--- src/rtl/cmd_gen_pkg.sv ---
// Shared types, default widths and stage helpers for the serial command generator.
package cmd_gen_pkg;

    localparam int CMD_W_DEF     = 8;
    localparam int CNT_W_DEF     = 16;
    localparam int STAGE_LEN_DEF = 4;

    typedef enum logic [2:0] {
        IDLE,
        S1,
        S2,
        S3,
        S4
    } stage_e;

    // One-hot stage indicator vector {stage4, stage3, stage2, stage1} for a state.
    function automatic logic [3:0] stage_onehot(input stage_e s);
        case (s)
            S1:      return 4'b0001;
            S2:      return 4'b0010;
            S3:      return 4'b0100;
            S4:      return 4'b1000;
            default: return 4'b0000;
        endcase
    endfunction

    // Successor of a stage once its dwell time has elapsed.
    function automatic stage_e stage_next(input stage_e s);
        case (s)
            S1:      return S2;
            S2:      return S3;
            S3:      return S4;
            default: return IDLE;
        endcase
    endfunction

endpackage

--- src/rtl/cmd_gen_if.sv ---
// Serial input and sequencer output bundle of the command generator.
interface cmd_gen_if
    import cmd_gen_pkg::*;
#(
    parameter int CMD_W = CMD_W_DEF,
    parameter int CNT_W = CNT_W_DEF
) ();

    logic             data_in;
    logic             strobe_in;
    logic [CMD_W-1:0] cmd_type;
    logic [CNT_W-1:0] clk_cnt;
    logic             stage1;
    logic             stage2;
    logic             stage3;
    logic             stage4;

    modport master (
        output data_in,
        output strobe_in,
        input  cmd_type,
        input  clk_cnt,
        input  stage1,
        input  stage2,
        input  stage3,
        input  stage4
    );

    modport slave (
        input  data_in,
        input  strobe_in,
        output cmd_type,
        output clk_cnt,
        output stage1,
        output stage2,
        output stage3,
        output stage4
    );

endinterface

--- src/rtl/cmd_gen_shift.sv ---
// Strobe edge detector, MSB-first shift register and bit counter.
// cmd_done / cmd_word are valid in the cycle of the last qualifying edge so the
// parent can register the command on that same clock edge.
module cmd_gen_shift
    import cmd_gen_pkg::*;
#(
    parameter int CMD_W = CMD_W_DEF
) (
    input  logic             clk,
    input  logic             rst,
    input  logic             data_in,
    input  logic             strobe_in,
    output logic             cmd_done,
    output logic [CMD_W-1:0] cmd_word
);

    localparam int BC_W = $clog2(CMD_W);

    logic             strobe_q;
    // Only the CMD_W-1 older bits are stored; the newest bit comes straight from data_in.
    logic [CMD_W-2:0] sr;
    logic [BC_W-1:0]  bit_cnt;
    logic             rise;
    logic             last_bit;

    assign rise     = strobe_in & ~strobe_q;
    assign last_bit = (bit_cnt == BC_W'(CMD_W - 1));
    assign cmd_done = rise & last_bit;
    assign cmd_word = {sr, data_in};

    // Track strobe history and shift one bit in per rising strobe edge.
    always_ff @(posedge clk or posedge rst) begin
        if (rst) begin
            strobe_q <= 1'b0;
            sr       <= '0;
            bit_cnt  <= '0;
        end else begin
            strobe_q <= strobe_in;
            if (rise) begin
                sr      <= cmd_word[CMD_W-2:0];
                bit_cnt <= last_bit ? '0 : bit_cnt + 1'b1;
            end
        end
    end

endmodule

--- src/rtl/cmd_generator.sv ---
// Serial command receiver with a four-stage one-hot sequencer and free-running
// cycle counter. rst_n keeps its legacy name but is asynchronous active-high.
module cmd_generator
    import cmd_gen_pkg::*;
#(
    parameter int CMD_W     = CMD_W_DEF,
    parameter int CNT_W     = CNT_W_DEF,
    parameter int STAGE_LEN = STAGE_LEN_DEF
) (
    input logic     clk,
    input logic     rst_n,
    cmd_gen_if.slave bus
);

    localparam int DW_W = (STAGE_LEN > 1) ? $clog2(STAGE_LEN) : 1;

    logic             cmd_done;
    logic [CMD_W-1:0] cmd_word;

    logic [CNT_W-1:0] cnt;
    logic [CMD_W-1:0] cmd_reg;
    logic [3:0]       stage_vec;
    logic [DW_W-1:0]  dwell;
    stage_e           state;

    cmd_gen_shift #(
        .CMD_W(CMD_W)
    ) u_shift (
        .clk      (clk),
        .rst      (rst_n),
        .data_in  (bus.data_in),
        .strobe_in(bus.strobe_in),
        .cmd_done (cmd_done),
        .cmd_word (cmd_word)
    );

    // Free-running timestamp counter, wraps silently.
    always_ff @(posedge clk or posedge rst_n) begin
        if (rst_n) begin
            cnt <= '0;
        end else begin
            cnt <= cnt + 1'b1;
        end
    end

    // Command latch and stage sequencer; a completed command always restarts at S1.
    always_ff @(posedge clk or posedge rst_n) begin
        if (rst_n) begin
            state     <= IDLE;
            dwell     <= '0;
            stage_vec <= '0;
            cmd_reg   <= '0;
        end else if (cmd_done) begin
            cmd_reg   <= cmd_word;
            state     <= S1;
            dwell     <= '0;
            stage_vec <= stage_onehot(S1);
        end else if (state != IDLE) begin
            if (dwell == DW_W'(STAGE_LEN - 1)) begin
                state     <= stage_next(state);
                dwell     <= '0;
                stage_vec <= stage_onehot(stage_next(state));
            end else begin
                dwell <= dwell + 1'b1;
            end
        end
    end

    assign bus.cmd_type = cmd_reg;
    assign bus.clk_cnt  = cnt;
    assign bus.stage1   = stage_vec[0];
    assign bus.stage2   = stage_vec[1];
    assign bus.stage3   = stage_vec[2];
    assign bus.stage4   = stage_vec[3];

endmodule

--- src/flat_wrapper.sv ---
// flat-port wrapper written by rule: the top's interface ports become plain ports
module cmd_generator_flat import cmd_gen_pkg::*;
#(
    parameter int CMD_W     = CMD_W_DEF,
    parameter int CNT_W     = CNT_W_DEF,
    parameter int STAGE_LEN = STAGE_LEN_DEF
)
  (clk, rst_n, bus_data_in, bus_strobe_in, bus_cmd_type, bus_clk_cnt, bus_stage1, bus_stage2, bus_stage3, bus_stage4);
  cmd_gen_if #(.CMD_W(CMD_W), .CNT_W(CNT_W)) bus_i ();
  input logic clk;
  input logic rst_n;
  input wire logic [$bits(bus_i.data_in)-1:0] bus_data_in;
  input wire logic [$bits(bus_i.strobe_in)-1:0] bus_strobe_in;
  output wire logic [$bits(bus_i.cmd_type)-1:0] bus_cmd_type;
  output wire logic [$bits(bus_i.clk_cnt)-1:0] bus_clk_cnt;
  output wire logic [$bits(bus_i.stage1)-1:0] bus_stage1;
  output wire logic [$bits(bus_i.stage2)-1:0] bus_stage2;
  output wire logic [$bits(bus_i.stage3)-1:0] bus_stage3;
  output wire logic [$bits(bus_i.stage4)-1:0] bus_stage4;
  assign bus_i.data_in = bus_data_in;
  assign bus_i.strobe_in = bus_strobe_in;
  assign bus_cmd_type = bus_i.cmd_type;
  assign bus_clk_cnt = bus_i.clk_cnt;
  assign bus_stage1 = bus_i.stage1;
  assign bus_stage2 = bus_i.stage2;
  assign bus_stage3 = bus_i.stage3;
  assign bus_stage4 = bus_i.stage4;
  cmd_generator #(.CMD_W(CMD_W), .CNT_W(CNT_W), .STAGE_LEN(STAGE_LEN)) u_core (.clk(clk), .rst_n(rst_n), .bus(bus_i));
endmodule
--- config.mk ---
export PLATFORM = sky130hd
export DESIGN_NAME = cmd_generator_flat
export DESIGN_NICKNAME = d
export VERILOG_FILES = /design/src/rtl/cmd_gen_pkg.sv /design/src/rtl/cmd_gen_if.sv /design/src/rtl/cmd_gen_shift.sv /design/src/rtl/cmd_generator.sv /design/src/flat_wrapper.sv
export SDC_FILE = /design/constraint.sdc
export NUM_CORES = 1
export LEC_CHECK = 0
export BUFFER_PORTS_ARGS = -buffer_cell sky130_fd_sc_hd__buf_4
export CORE_AREA = 3 3 62 64
export CTS_BUF_LIST = sky130_fd_sc_hd__clkbuf_8 sky130_fd_sc_hd__clkbuf_16
export DETAILED_ROUTE_END_ITERATION = 8
export DIE_AREA = 0 0 65 67
export GPL_TIMING_DRIVEN = 0
export PLACE_DENSITY = 0.78
export SLEW_MARGIN = 10
export SYNTH_ARGS = -nofsm -noshare
export SYNTH_HDL_FRONTEND = slang
export SYNTH_SLANG_ARGS = --single-unit
--- constraint.sdc ---
create_clock -name clk -period 1.9 [get_ports clk]
set_input_delay 0.095 -clock clk [delete_from_list [all_inputs] [get_ports clk]]
set_output_delay 0.095 -clock clk [all_outputs]
set_load 0.02 [all_outputs]
# Yosys cells after proc, flatten, opt, wreduce, memory -nomap -nowiden
# Cells that the tools add are included.
classes:
  mux: 13
  n_eq_ne: 9
  reduce_logical: 4
  n_bitwise: 3
  add_sub_neg: 3
ops:
  columns: ["cell", "count"]
  rows:
  - ["16-bit by 1-bit adder with 16-bit output, second input constant", 1]
  - ["4-bit one-hot mux with 4 select lines", 1]
  - ["3-bit 2-to-1 mux", 5]
  - ["3-bit by 2-bit equality test with 1-bit output, second input constant", 4]
  - ["4-bit 2-to-1 mux", 3]
  - ["3-bit one-hot mux with 3 select lines", 1]
  - ["3-bit by 1-bit equality test with 1-bit output, second input constant", 2]
  - ["3-bit equality test, second input constant", 2]
  - ["2-bit 2-to-1 mux", 3]
  - ["2-bit nonzero test", 2]
  - ["3-bit by 1-bit adder with 3-bit output, second input constant", 1]
  - ["3-bit nonzero test", 1]
  - ["2-bit by 1-bit adder with 2-bit output, second input constant", 1]
  - ["1-bit bitwise AND", 2]
  - ["2-bit equality test, second input constant", 1]
  - ["2-bit AND reduction", 1]
  - ["1-bit NOT", 1]
totals:
  inputBits: 4
  ff_bits: 44
  wordCells: 40

# Depth between registers and ports, before layout
depth:
  word_depth: 10
  ltp_mapped: 6
  depth_no_buf: 5

# Modules after synthesis
# Synthesis repeated with hierarchy kept, for this count alone.
hier_totals:
  cells_unflattened: 141
  area_unflattened_um2: 1878.1
by_module_without_submodules:
  columns: ["mod", "seq_area_each_um2", "n_inst", "area_each_um2", "cells_each"]
  rows:
  - ["cmd_generator", 825.8, 1, 1375.1, 112]
  - ["cmd_gen_shift", 275.3, 1, 503.0, 29]

# Least setup slack after synthesis
# OpenSTA, ideal clock, no wires.
synth_timing:
  kind: "reg-to-reg"
  startpoint: "register u_core.cnt[0] (netlist: u_core.bus.clk_cnt[0])"
  endpoint: "register u_core.cnt[14] (netlist: u_core.bus.clk_cnt[14])"
  setup_ps: 129
  path_slack_ps: 380
  required_time_ps: 1771
  path_stages_with_launch: 6
  t_arrival_ps: 1391
  path_cell_list: "dfrtp_1 -> ha_1 -> nand4_1 -> nor3_2 -> nand3_1 -> xnor2_1"
synth_via:
  elab_chain_cells: 1
synth_lines:
  columns: ["item", "line_no", "text"]
  rows:
  - ["from (decl)", "cmd_generator.sv:20", "logic [CNT_W-1:0] cnt;"]
  - ["from (signal assigned)", "cmd_generator.sv:42", "cnt <= cnt + 1'b1;"]
  - ["16-bit by 1-bit adder with 16-bit output", "cmd_generator.sv:42", null]
# No other way between the ends.
# A chain may end at the register's enable or synchronous reset.

# Final worst setup path
layout_timing:
  startpoint: "register u_core.cnt[0] (netlist: u_core.bus.clk_cnt[0])"
  endpoint: "register u_core.cnt[12] (netlist: u_core.bus.clk_cnt[12])"
# The elaborated chain is that of the path after synthesis.

==> results.md <==
GRT:
- The maximum number of pins on one net before global-route repair is 34.
- The initial antenna violation count is 0.
- The global-route congestion overflow total is 0.
- The wire length of the first global-routing pass is 5330 um.
- The number of global-route vias before repair was 1177.
- Across every metal layer, demand over resource in global routing totals 0.162.

Power and ir drop:
- The cell leakage power is 1.12 nW.
- The maximum ir drop on the vdd rail is 0.589 mV.
- The power density over cell area is 1230 nW/um^2.

Floorplanning:
- The area of the core is 3340 um^2.
- The width of the die is 65 um.
- The starting density of the core is 0.536.
- The top-level port count is 32.
- In this run the core area contains 21 standard-cell rows.
- The height of the chip is 67 um.
- The area enclosed by the die boundary is 4360 um^2.

Cells and area:
- The final net count is 207.
- The repair_antennas step left the layout with diodes totalling 0.
- The most common cell after layout, fill and taps aside is sky130_fd_sc_hd__dfrtp_1.
- The share of the core filled with cells in the final layout is 0.662.
- The proportion of layout cells with a drive suffix above 1 is 0.276.
- In the layout the commonest cells are sky130_fd_sc_hd__dfrtp_1 (44), sky130_fd_sc_hd__nand2_1 (35), sky130_fd_sc_hd__buf_4 (31).
- The growth of design area from synthesis to finish is 23.6%.

Critical path:
- The required time at the worst-slack endpoint is 2.08 ns.
- The setup path with the least slack is of type flop to flop.
- The number of buffers and inverters on the critical path is 0.
- Among all stages on the critical path, the largest delay is contributed by sky130_fd_sc_hd__dfrtp_1.
- The launching point of the worst reg2reg path is u_core.bus.clk_cnt[0].
- The critical path capture point is u_core.bus.clk_cnt[12].
- In this run the worst path has a maximum fanout of 5.
- The worst reg2reg path depth is 5.
- Setup slack on the worst reg-to-reg path comes out at 0.33 ns.
- The type of destination of the critical path is a flop.
- Walking the worst path, the cells encountered are ha_1 -> nand4_1 -> nor3_2 -> nand3_1 -> xnor2_1.
- The start point of the critical path is u_core.bus.clk_cnt[0].
- The delay of the slowest critical-path stage is 0.42 ns.
- STA classifies the critical path startpoint as a flop.
- Data arrives at the worst endpoint at 1.74 ns.
- Broken down by cell family, the worst path's largest delay share belongs to simple AND/OR/NAND/NOR gates.
- The critical path crosses 5 cells after its start point.
- The worst register-to-register path ends at u_core.bus.clk_cnt[12].

Clock network:
- The H-tree was split into 2 levels.
- The largest buffer count on any clock path is 2.
- Buffers inserted during clock tree synthesis total 5.
- CTS placed an instance of sky130_fd_sc_hd__clkbuf_8 at the clock tree root.
- The count of buffers added by post-CTS timing repair for setup is 0.
- The latest clock arrival within the worst-skew pair is 0.29 ns.
- The clock transition time at the flip-flop clock pins of the worst setup and hold paths is 0.08 ns.
- The TritonCTS clock tree is built.
- The number of sinks on the clock net is 44.

Timing:
- Timing would allow up to 637 MHz.
- The total count of hold-check failures in the final report was 0.
- Headroom to the max-slew limit came out at 0.717.
- After layout, the worst setup slack is 0.331 ns.
- The max-slew violation count came to 0.
- The clock period minus worst slack is 1.57 ns.
- Setup violations remaining at the end of the flow were counted as 0.
- Setup repair after global routing left no endpoint under its margin.
- The final worst clock skew is 0.00605 ns.
- For the final routed database, the setup TNS stands at 0 ns.
- In the finished design, the share of the clock period the worst path needs comes to 0.826.
- The measured slew at the worst slew-check pin is 0.421 ns.

Yosys:
- The number of warning messages in the yosys log is 0.
- The synthesis-stage register bit count is 44.
- The instance count of the mapped netlist is 157.
- The simple-gate area share of the yosys netlist is 0.170.
- In this run the mean area of a mapped cell was 11.4 um^2.
- The synthesized netlist occupies a cell area of 1790 um^2.
- The xor and xnor area share after synthesis is 0.0686.
- The sequential-to-total area share from yosys stat is 0.616.
- The number of nets in the synthesized netlist is 165.
- The distinct cell type count after synthesis is 26.
- The area share of fa/ha/maj cells after synthesis is 0.0280.
- The compound-gate portion of the synthesized area was 0.0308.
- The mux share of post-synthesis cell area is 0.0686.
- The combinational family with the most area after synthesis is simple AND/OR/NAND/NOR gates.

Detailed routing:
- Dividing the detail-routed via count by the number of cells gives 5.08.
- The total wire length is 3060 um.
- The first-pass iteration count of the detailed router is 4.
- The count of nets left with antenna violations after detail routing is 0.
- The final route contains 1244 vias.
- The detailed router finished its first iteration with 66 violations.
- The final routed DRC violation total is 0.
- Dividing the detail-routed wire length by the instance count gives 12.5 um.

Flow run:
- The tool flagged a number of max-cap violations equal to 0.

Placement:
- The number of buffer cells added on primary ports is 31.
- The congestion estimate from routability-driven global placement came to 0.768.
- Prior to clock tree synthesis, the placed netlist has a worst setup slack of 0.318 ns.
- Summed over all nets, the half-perimeter wirelength after detailed placement is 2300 um.

Outcome:
- The flow ran to the end, and the final reports show no timing, DRC or antenna violations.

Worst hold path:
- In this run the worst hold path is classified as input pin to asynchronous set/reset pin.
per-stage QoR:
stage	power [W]	cell area (um^2)	hold slack, ns	std cells
2_1_floorplan	0.00188	1790	0.126	157
3_3_place_gp	0.00214	2080	0.213	234
3_5_place_dp	0.00220	2100	0.0587	235
4_1_cts	0.00275	2210	0.290	245
5_1_grt	0.00291	2210	0.320	245
6_report	0.00271	2210	0.295	245
layout make-up:
cell class,count,area (um^2)
buffer,4,17.5
clock buffer,5,68.8
clock inverter,2,12.5
fill,278,1130
inverter,4,15.0
multi-input combinational,105,654
sequential,44,1100
tap,46,57.6
timing repair buffer,35,283
power by group:
| part | internal [W] | switching (W) | total, W |
|---|---|---|---|
| combinational | 0.000379 | 0.000422 | 0.000801 |
| sequential | 0.00119 | 0.000176 | 0.00136 |
| clock | 0.000249 | 0.000297 | 0.000546 |
| total | 0.00182 | 0.000895 | 0.00271 |
how the worst min path moves through the flow:
stage,from,end,slack [ns],depth (start not counted)
after floorplan,bus_strobe_in,u_core.u_shift.strobe_q,0.13,0
after global placement,bus_strobe_in,u_core.u_shift.strobe_q,0.21,1
after detailed placement,rst_n,u_core.bus.clk_cnt[15],0.06,2
after CTS,rst_n,u_core.bus.clk_cnt[9],0.29,3
after global routing,rst_n,u_core.bus.clk_cnt[7],0.32,3
final,rst_n,u_core.bus.clk_cnt[7],0.30,3
routing by layer:
metal / up-vias / wire length, um / track usage
li1: 598 / - / -
met1: 622 / 1330 / 0.202
met2: 20 / 1560 / 0.273
met3: 4 / 132 / 0.0472
met4: 0 / 34 / 0.0475
met5: - / 0 / 0
sequential cells by signal (all words and copies together), names as in the netlist:
register and cells:
u_core.stage_vec 4, u_core.u_shift.strobe_q 1, u_core.bus.clk_cnt 16, u_core.u_shift.sr 7
u_core.state 3, u_core.bus.cmd_type 8, u_core.u_shift.bit_cnt 3, u_core.dwell 2
synthesized netlist by cell type:
cell,n,area share
sky130_fd_sc_hd__a21oi_1,5,0.014
sky130_fd_sc_hd__a31oi_1,1,0.0035
sky130_fd_sc_hd__a32oi_1,1,0.0049
sky130_fd_sc_hd__and2_0,1,0.0035
sky130_fd_sc_hd__and3_1,2,0.0070
sky130_fd_sc_hd__buf_2,2,0.0056
sky130_fd_sc_hd__clkbuf_1,2,0.0042
sky130_fd_sc_hd__dfrtp_1,44,0.62
sky130_fd_sc_hd__ha_1,4,0.028
sky130_fd_sc_hd__inv_1,4,0.0084
sky130_fd_sc_hd__mux2_2,10,0.063
sky130_fd_sc_hd__mux2i_1,1,0.0056
sky130_fd_sc_hd__nand2_1,35,0.073
sky130_fd_sc_hd__nand2b_1,2,0.0070
sky130_fd_sc_hd__nand3_1,5,0.014
sky130_fd_sc_hd__nand3_2,1,0.0056
sky130_fd_sc_hd__nand4_1,2,0.0070
sky130_fd_sc_hd__nand4b_1,1,0.0049
sky130_fd_sc_hd__nor2_1,11,0.023
sky130_fd_sc_hd__nor2b_1,1,0.0035
sky130_fd_sc_hd__nor3_1,3,0.0084
sky130_fd_sc_hd__nor3_2,1,0.0056
sky130_fd_sc_hd__nor4_2,1,0.0070
sky130_fd_sc_hd__o21ai_0,3,0.0084
sky130_fd_sc_hd__xnor2_1,8,0.039
sky130_fd_sc_hd__xor2_1,6,0.029
worst reg2reg max path: stages, from the launching register on:
cell                      delay, ns
sky130_fd_sc_hd__dfrtp_1       0.42
sky130_fd_sc_hd__ha_1          0.24
sky130_fd_sc_hd__nand4_1       0.18
sky130_fd_sc_hd__nor3_2        0.33
sky130_fd_sc_hd__nand3_1       0.14
sky130_fd_sc_hd__xnor2_1       0.15
timing repair:
action                                 CTS  global route
gates resized for setup                  0             0
hold buffers                             3             0
endpoints found under the hold margin   13             0
logic make-up (layout without fill, tap and decap cells):
family                     after synthesis  in the layout
DFF                                     44             44
muxes                                   11             11
and+or+nand+nor                         66             66
buffers and inverters                    8             50
AOI/OAI and AO/OA                       10             10
xor gates and xnor gates                14             14
adders and majority gates                4              4
Note: power is estimated with default switching activity, not from simulation.
